$ cat config.mk
export PLATFORM = sky130hd
export DESIGN_NAME = tdc_sampler
export DESIGN_NICKNAME = d
export VERILOG_FILES = /design/src/rtl/tdc_sampler.sv
export SDC_FILE = /design/constraint.sdc
export NUM_CORES = 1
export LEC_CHECK = 0
export CORE_UTILIZATION = 43
export DETAILED_ROUTE_END_ITERATION = 10
export PLACE_DENSITY_LB_ADDON = 0.25
export SLEW_MARGIN = 20
export SYNTH_ARGS = -nofsm -noshare
export SYNTH_HDL_FRONTEND = slang
export SYNTH_SLANG_ARGS = --single-unit
$ cat constraint.sdc
create_clock -name clk -period 2.99 [get_ports clk]
set_input_delay 0.4485 -clock clk [delete_from_list [all_inputs] [get_ports clk]]
set_output_delay 0.4485 -clock clk [all_outputs]
set_load 0.1 [all_outputs]
$ cat src/rtl/tdc_sampler.sv
// -----------------------------------------------------------------------------
// tdc_sampler
//
// Capture and averaging stage for a delay-line time-to-digital sensor.
// The raw tap vector of the delay chain is synchronised, decoded from a
// thermometer code to a binary count, and 2^LOG_SAMPLES consecutive codes are
// accumulated into one measurement reporting average, minimum and maximum.
//
// Ports:
//   clk         system clock, taps captured on the rising edge
//   rst         asynchronous, active-high reset
//   en          block enable; low aborts any measurement in progress
//   start       level-sampled request to begin a measurement (IDLE only)
//   continuous  1 = rearm automatically after each result (sampled in DONE)
//   taps        raw delay-line tap levels, bit i = edge has passed tap i
//   code        live decoded code (popcount of synchronised taps)
//   busy        high while a measurement is in progress
//   valid       one-cycle pulse when avg/min_code/max_code carry a new result
//   avg         truncated mean of the last measurement
//   min_code    smallest code in the last measurement
//   max_code    largest code in the last measurement
//   bubble_err  sticky: a non-thermometer pattern was accumulated
//   fsm_state   current FSM state (debug visibility)
//
// Handshake: valid is a single-cycle strobe with no back-pressure; the result
// registers hold their value until the next valid pulse, so a consumer may
// capture them on the strobe or at any time afterwards.
// -----------------------------------------------------------------------------
module tdc_sampler #(
    parameter int N_TAPS      = 16,
    parameter int LOG_SAMPLES = 4,
    parameter int SYNC_STAGES = 2,
    localparam int CW         = $clog2(N_TAPS + 1)
) (
    input  logic              clk,
    input  logic              rst,
    input  logic              en,
    input  logic              start,
    input  logic              continuous,
    input  logic [N_TAPS-1:0] taps,
    output logic [CW-1:0]     code,
    output logic              busy,
    output logic              valid,
    output logic [CW-1:0]     avg,
    output logic [CW-1:0]     min_code,
    output logic [CW-1:0]     max_code,
    output logic              bubble_err,
    output logic [1:0]        fsm_state
);

    localparam int AW      = CW + LOG_SAMPLES;          // accumulator cannot overflow
    localparam int CNT_W   = LOG_SAMPLES + 1;
    localparam int SAMPLES = 1 << LOG_SAMPLES;
    localparam int FW      = $clog2(SYNC_STAGES + 1);

    localparam logic [1:0] S_IDLE  = 2'd0;
    localparam logic [1:0] S_FLUSH = 2'd1;
    localparam logic [1:0] S_ACCUM = 2'd2;
    localparam logic [1:0] S_DONE  = 2'd3;

    // Synchroniser: element 0 is the newest stage.
    logic [SYNC_STAGES-1:0][N_TAPS-1:0] sync_q;
    logic [N_TAPS-1:0]                  synced;

    logic [CW-1:0]    pop;
    logic [N_TAPS:0]  ext;
    logic             is_therm;
    logic             bub_q;

    logic [1:0]       state;
    logic [FW-1:0]    flush_cnt;
    logic [AW-1:0]    acc;
    logic [AW-1:0]    acc_next;
    logic [CW-1:0]    min_run;
    logic [CW-1:0]    max_run;
    logic [CW-1:0]    min_next;
    logic [CW-1:0]    max_next;
    logic [CNT_W-1:0] cnt;
    logic             last_sample;

    assign synced = sync_q[SYNC_STAGES-1];

    always_ff @(posedge clk or posedge rst) begin
        if (rst) begin
            sync_q <= '0;
        end else begin
            sync_q <= {sync_q[SYNC_STAGES-2:0], taps};
        end
    end

    // Thermometer decode. A legal pattern 2^k-1 has no set bit above a clear
    // one, so adding one to it carries cleanly into a single fresh bit and the
    // AND with the original is zero. The extra MSB absorbs the all-ones carry.
    always_comb begin
        pop = '0;
        for (int i = 0; i < N_TAPS; i++) begin
            pop = pop + CW'(synced[i]);
        end
        ext      = {1'b0, synced};
        is_therm = ((ext & (ext + (N_TAPS + 1)'(1))) == '0);
    end

    always_ff @(posedge clk or posedge rst) begin
        if (rst) begin
            code  <= '0;
            bub_q <= 1'b0;
        end else begin
            code  <= pop;
            bub_q <= ~is_therm;
        end
    end

    // Running statistics including the sample currently on code.
    always_comb begin
        acc_next    = acc + AW'(code);
        min_next    = (code < min_run) ? code : min_run;
        max_next    = (code > max_run) ? code : max_run;
        last_sample = (cnt == CNT_W'(SAMPLES - 1));
    end

    always_ff @(posedge clk or posedge rst) begin
        if (rst) begin
            state      <= S_IDLE;
            flush_cnt  <= '0;
            acc        <= '0;
            min_run    <= '0;
            max_run    <= '0;
            cnt        <= '0;
            avg        <= '0;
            min_code   <= '0;
            max_code   <= '0;
            bubble_err <= 1'b0;
        end else begin
            case (state)
                S_IDLE: begin
                    if (en && start) begin
                        state      <= S_FLUSH;
                        flush_cnt  <= '0;
                        acc        <= '0;
                        min_run    <= '1;
                        max_run    <= '0;
                        cnt        <= '0;
                        bubble_err <= 1'b0;
                    end
                end
                S_FLUSH: begin
                    // Drain the synchroniser and decode register so no sample
                    // from before the request reaches the accumulator.
                    if (!en) begin
                        state <= S_IDLE;
                    end else if (flush_cnt == FW'(SYNC_STAGES)) begin
                        state <= S_ACCUM;
                    end else begin
                        flush_cnt <= flush_cnt + FW'(1);
                    end
                end
                S_ACCUM: begin
                    if (!en) begin
                        state <= S_IDLE;
                    end else begin
                        acc     <= acc_next;
                        min_run <= min_next;
                        max_run <= max_next;
                        cnt     <= cnt + CNT_W'(1);
                        if (bub_q) begin
                            bubble_err <= 1'b1;
                        end
                        // Results are loaded on entry to DONE so that they are
                        // already stable while valid is high.
                        if (last_sample) begin
                            state    <= S_DONE;
                            avg      <= acc_next[AW-1:LOG_SAMPLES];
                            min_code <= min_next;
                            max_code <= max_next;
                        end
                    end
                end
                S_DONE: begin
                    // Rearm skips the flush: the pipeline already holds live
                    // data, only the DONE-cycle sample is dropped.
                    if (en && continuous) begin
                        state      <= S_ACCUM;
                        acc        <= '0;
                        min_run    <= '1;
                        max_run    <= '0;
                        cnt        <= '0;
                        bubble_err <= 1'b0;
                    end else begin
                        state <= S_IDLE;
                    end
                end
                default: state <= S_IDLE;
            endcase
        end
    end

    assign busy      = (state != S_IDLE);
    assign valid     = (state == S_DONE);
    assign fsm_state = state;

endmodule

Word-level counts from Yosys, hierarchy flattened --
Index checks and enable logic that the tools add are counted.
Storage, ports and cells: logic and storage cells 94, register bits 82, input bits 21, output and inout bits 25
Operators by class: order comparisons 2, equal/unequal tests 13, reductions and logical operators 12, bitwise logic cells 2, multiplexer cells 32, add/sub/neg operators 19
Operator list (count):
- $add A5 B1 Y5 | 11
- $mux W5 | 9
- $pmux W5 S3 | 3
- $mux W9 | 3
- $pmux W9 S3 | 1
- $mux W2 | 9
- $add A16 B1 Y17 const B | 1
- $and A16 B17 Y17 | 1
- $logic_not A17 Y1 | 1
- $ne A2 B2 Y1 const B | 5
- $add A9 B5 Y9 | 1
- $pmux W2 S4 | 1
- $reduce_and A4 Y1 | 2
- $eq A2 B2 Y1 const B | 3
- $ne A3 B3 Y1 const B | 2
- $reduce_and A3 Y1 | 2
- $add A4 B1 Y5 | 1
- $add A5 B1 Y5 const B | 1
- $eq A5 B4 Y1 const B | 1
- $gt A5 B5 Y1 | 1
- $lt A5 B5 Y1 | 1
- $reduce_and A5 Y1 | 1
- $add A3 B1 Y4 | 1
- $mux W1 | 4
- 12 further kinds | 14

Logic depth before layout (Yosys ltp) --
depth after elaboration 15, gate-level depth with buffers 12

Worst setup path before layout --
OpenSTA, ideal clock, no wires.
kind reg-to-reg, start point register sync_q (netlist bit synced[0]), end point register code[4], setup slack -254 ps, cell stages (with the launch flop) 12, clock period less this slack 3244 ps, required time 2926 ps, path buffers 0, arrival 3179 ps, cells stage by stage dfrtp_1 inv_1 fa_1 fa_1 fa_1 fa_1 inv_1 ha_1 inv_1 fa_1 nor2b_1 o21a_1
On the way: longest elaborated chain between the ends 15
Ends and longest elaborated chain:
- start: declaration | RTL line 62 | logic [SYNC_STAGES-1:0][N_TAPS-1:0] sync_q;
- start signal: assignment | RTL line 87 | sync_q <= {sync_q[SYNC_STAGES-2:0], taps};
- $add A1 B1 Y2 | RTL line 97 | pop = pop + CW'(synced[i]);
- $add A2 B1 Y3 | RTL line 97
- $add A3 B1 Y4 | RTL line 97
- $add A4 B1 Y5 | RTL line 97
- $add A5 B1 Y5 (11 in a row) | RTL line 97
- net pop[4] | RTL line 65 | logic [CW-1:0] pop;
- end signal: assignment | RTL line 108 | code <= pop;
- end: declaration | RTL line 41 | output logic [CW-1:0] code,
The timed path passes the listed nets, and every way through them passes these cells. A chain may end at the register's enable or synchronous reset.

Worst setup path after layout --
start point register sync_q (netlist bit synced[0]), end point register code[1]
Same word-level chain as after synthesis.

==> run summary <==
Post-Syn Nets: 423
Final Hold Viols: 0
Max stage delay on crit path: 560 ps
Synth Flop Type: dfrtp_1
Worst setup EP type: flip-flop
Crit path launch type: flip-flop
Clock slew at reported path FFs: 90 ps
CP Cell Sequence: inv_2 -> fa_1 -> fa_1 -> fa_1 -> fa_1 -> inv_1 -> ha_2 -> inv_2 -> fa_2 -> inv_2
Cell Area, Synth: 4020 µm²
Final instance area: 4850 µm²
Post-synth ARST share: 100%
Drt first pass iters: 6
Placed inst area: 4600 µm²
CTS root buf: clkbuf_8
Vias in the first global route: 2817
RSZ-0062 raised after global routing: yes
Number of synthesized flops with an enable pin: 0
Top Ports: 46
MaxCap Viol Count: 0
Initial Util: 45.2%
Clock Skew: 15.6 ps
Syn Inst Count: 367
Worst hold slack: 352 ps
Outcome: finished, violations left
Synthesized flop and latch total: 82
Die area: 9730 µm²
CTS tree: done
Final antenna diode count: 0
Placed Cells: 523
Maximum fanout along the worst path: 2
Final Cycle Share: 110%
Slew margin rel.: 63.6%
Final nets: 487
Final core utilization: 54.6%
Vias: 2881
Worst-margin pin slew: 541 ps
Tmin final: 3290 ps
Maximum operating frequency: 0.304 GHz
Vias per std cell: 5.30
Critical Path RT: 3240 ps
Die Y: 98.6 µm
Placed wire-length estimate: 5230 µm
GRT Overall Usage: 16.8%
Fillers: 789
CP Buf/Inv Count: 4
Initial antenna violation count: 0
Final wirelength: 7400 µm
Total gr overflow: 0
Clock sinks: 82
HP Class: reg2reg
Die X-Extent: 98.6 µm
First-pass GRT wire length: 12900 µm
DR DRC count: 0
DR WL/cell: 13.6 µm
Synth Area per Inst: 10.9 µm²
Largest net degree at the start of global routing: 55
Final std cells w/o fill: 544
CP dominant cell by count: fa_1
Worst vdd ir: 0.502 mV
Total Power: 3.45 mW
Static Leak: 2.30 nW
DR iter-0 viols: 113
Post-DRT Antenna Nets: 0
CTS buffer count: 9
Kind of critical path: reg2reg
Hold-fix buffer count after cts: 0
Syn. warnings: 0
Input/output buffers: 45
Final worst slack: -297 ps
DP Worst Slack: -335 ps
Std cell rows: 34
PD cells: 711 nW/µm²
TNS Setup: -999 ps
Gpl congestion: 0.880
Worst-skew pair later-pin latency: 360 ps
Share of cells above drive strength 1: 18.8%
Critical Path AT: 3540 ps
Max-slew violations: 0
CTS Buffer Depth: 2
Seq/Total Area, Yosys: 51.1%
CP delay by family, top: adder cells
# setup viols final: 4
Area growth from synthesis to layout: 20.8%
Failing checks: negative setup slack
Unique masters post-synth: 50
Slowest-stage cell, CP: fa_1
Core area: 8890 µm²
H-tree level count: 3
-- synthesized netlist by cell type, drive strengths merged, types with 2 or more instances --
cell type / count / area share, %
fa: 11 / 5.5
nand4: 6 / 0.93
or2: 2 / 0.31
dfrtp: 82 / 51
a22o: 8 / 1.8
nor2: 7 / 0.65
o31ai: 3 / 0.69
xor2: 2 / 0.44
nand2: 35 / 3.3
or4: 3 / 0.65
a211oi: 4 / 0.75
o21ai: 44 / 5.6
or3: 6 / 0.93
o22ai: 2 / 0.31
nand2b: 3 / 0.47
o21a: 2 / 0.37
o221a: 5 / 1.4
inv: 46 / 4.3
a21o: 4 / 0.75
o32a: 5 / 1.4
and2: 2 / 0.31
nor2b: 4 / 0.62
a21oi: 14 / 1.9
mux2i: 4 / 1.0
o21bai: 3 / 0.56
buf: 6 / 0.87
nor3: 3 / 0.37
nand3: 9 / 1.1
ha: 24 / 7.5
clkbuf: 2 / 0.19
xnor2: 5 / 1.1
-- registers in the layout (all words and copies together) (netlist names), 2 cells and up --
| register | count |
|---|---|
| sync_q | 16 |
| synced | 16 |
| acc | 9 |
| avg | 5 |
| cnt | 5 |
| code | 5 |
| max_code | 5 |
| max_run | 5 |
| min_code | 5 |
| min_run | 5 |
| flush_cnt | 2 |
| fsm_state | 2 |
-- cells by family after synthesis --
family / synth area share, %
XOR/XNOR: 1.53
multiplexers: 0.997
adder cells (fa/ha/maj): 13.0
AND/OR/NAND/NOR: 10.6
flip-flops: 51.1
AO/OA/AOI/OAI: 17.4
buffers and inverters: 5.36
-- worst paths after layout --
check / from / endpoint / slack [ps] / depth (start not counted)
worst max-delay path: synced[0] / code[1] / -300 / 10
worst min-delay path: sync_q[12] / synced[12] / 350 / 0
worst max register to register: synced[0] / code[1] / -300 / 10
worst min register to register: sync_q[12] / synced[12] / 350 / 0
max in group asynchronous: rst / max_run[2] / 1910 / 3
min in group asynchronous: rst / min_run[4] / 440 / 2
-- layout make-up --
cell class | count | area [µm²] | share of cell area, %
Timing Repair Buffer | 61 | 520 | 10.7
Sequential cell | 82 | 2050 | 42.3
Multi-Input combinational cell | 231 | 1760 | 36.2
Clock inverter | 5 | 62.6 | 1.29
Clock buffer | 11 | 151 | 3.12
Tap cell | 108 | 135 | 2.78
Inverter | 46 | 174 | 3.58
-- worst register-to-register path: cells and delay by family (launching register included) --
family                     cells  cell delay [ps]
buffers and inverters          4              200
DFF                            1              370
adders and majority gates      6             2620
-- layer usage --
| layer | wire (µm) | vias up | share of wire [%] | global-route usage (%) |
|---|---|---|---|---|
| met5 | 0 | - | 0 | 0 |
| met1 | 3500 | 1374 | 47 | 21.3 |
| li1 | - | 1405 | - | - |
| met4 | 143 | 0 | 1.9 | 6.20 |
| met2 | 3430 | 86 | 46 | 28.0 |
| met3 | 327 | 16 | 4.4 | 4.26 |
-- placed cells by master (no fill, tap or decap), types with 3 or more instances in the layout --
cell type,count
fa_1,10
ha_1,23
buf_4,40
a21oi_2,3
nand4_1,6
o32a_2,5
clkdlybuf4s50_1,20
nor2_1,7
a21o_1,4
nor2b_1,4
or3_1,6
o21ai_0,42
o221a_1,5
a21oi_1,11
inv_1,41
mux2i_1,4
a22o_1,7
a211oi_1,4
nand2b_1,3
xnor2_1,5
nand3_1,9
inv_2,4
o21bai_1,3
clkbuf_8,11
nand2_1,34
nor3_1,3
dfrtp_1,82
-- report_power, final --
part	total [mW]	internal, mW	leakage, nW	switching, mW
Sequential	1.35	1.20	1.03	0.146
Clock	0.834	0.434	0.102	0.400
Combinational	1.27	0.490	1.18	0.776
Total	3.45	2.13	2.30	1.32
-- repair_timing --
action                                  in CTS  in global routing
pin swaps                                    0                  2
resized for setup                            1                  4
buffers inserted                             2                  3
endpoints found under the setup margin       4                  4
(Power assumes the default switching activity.)
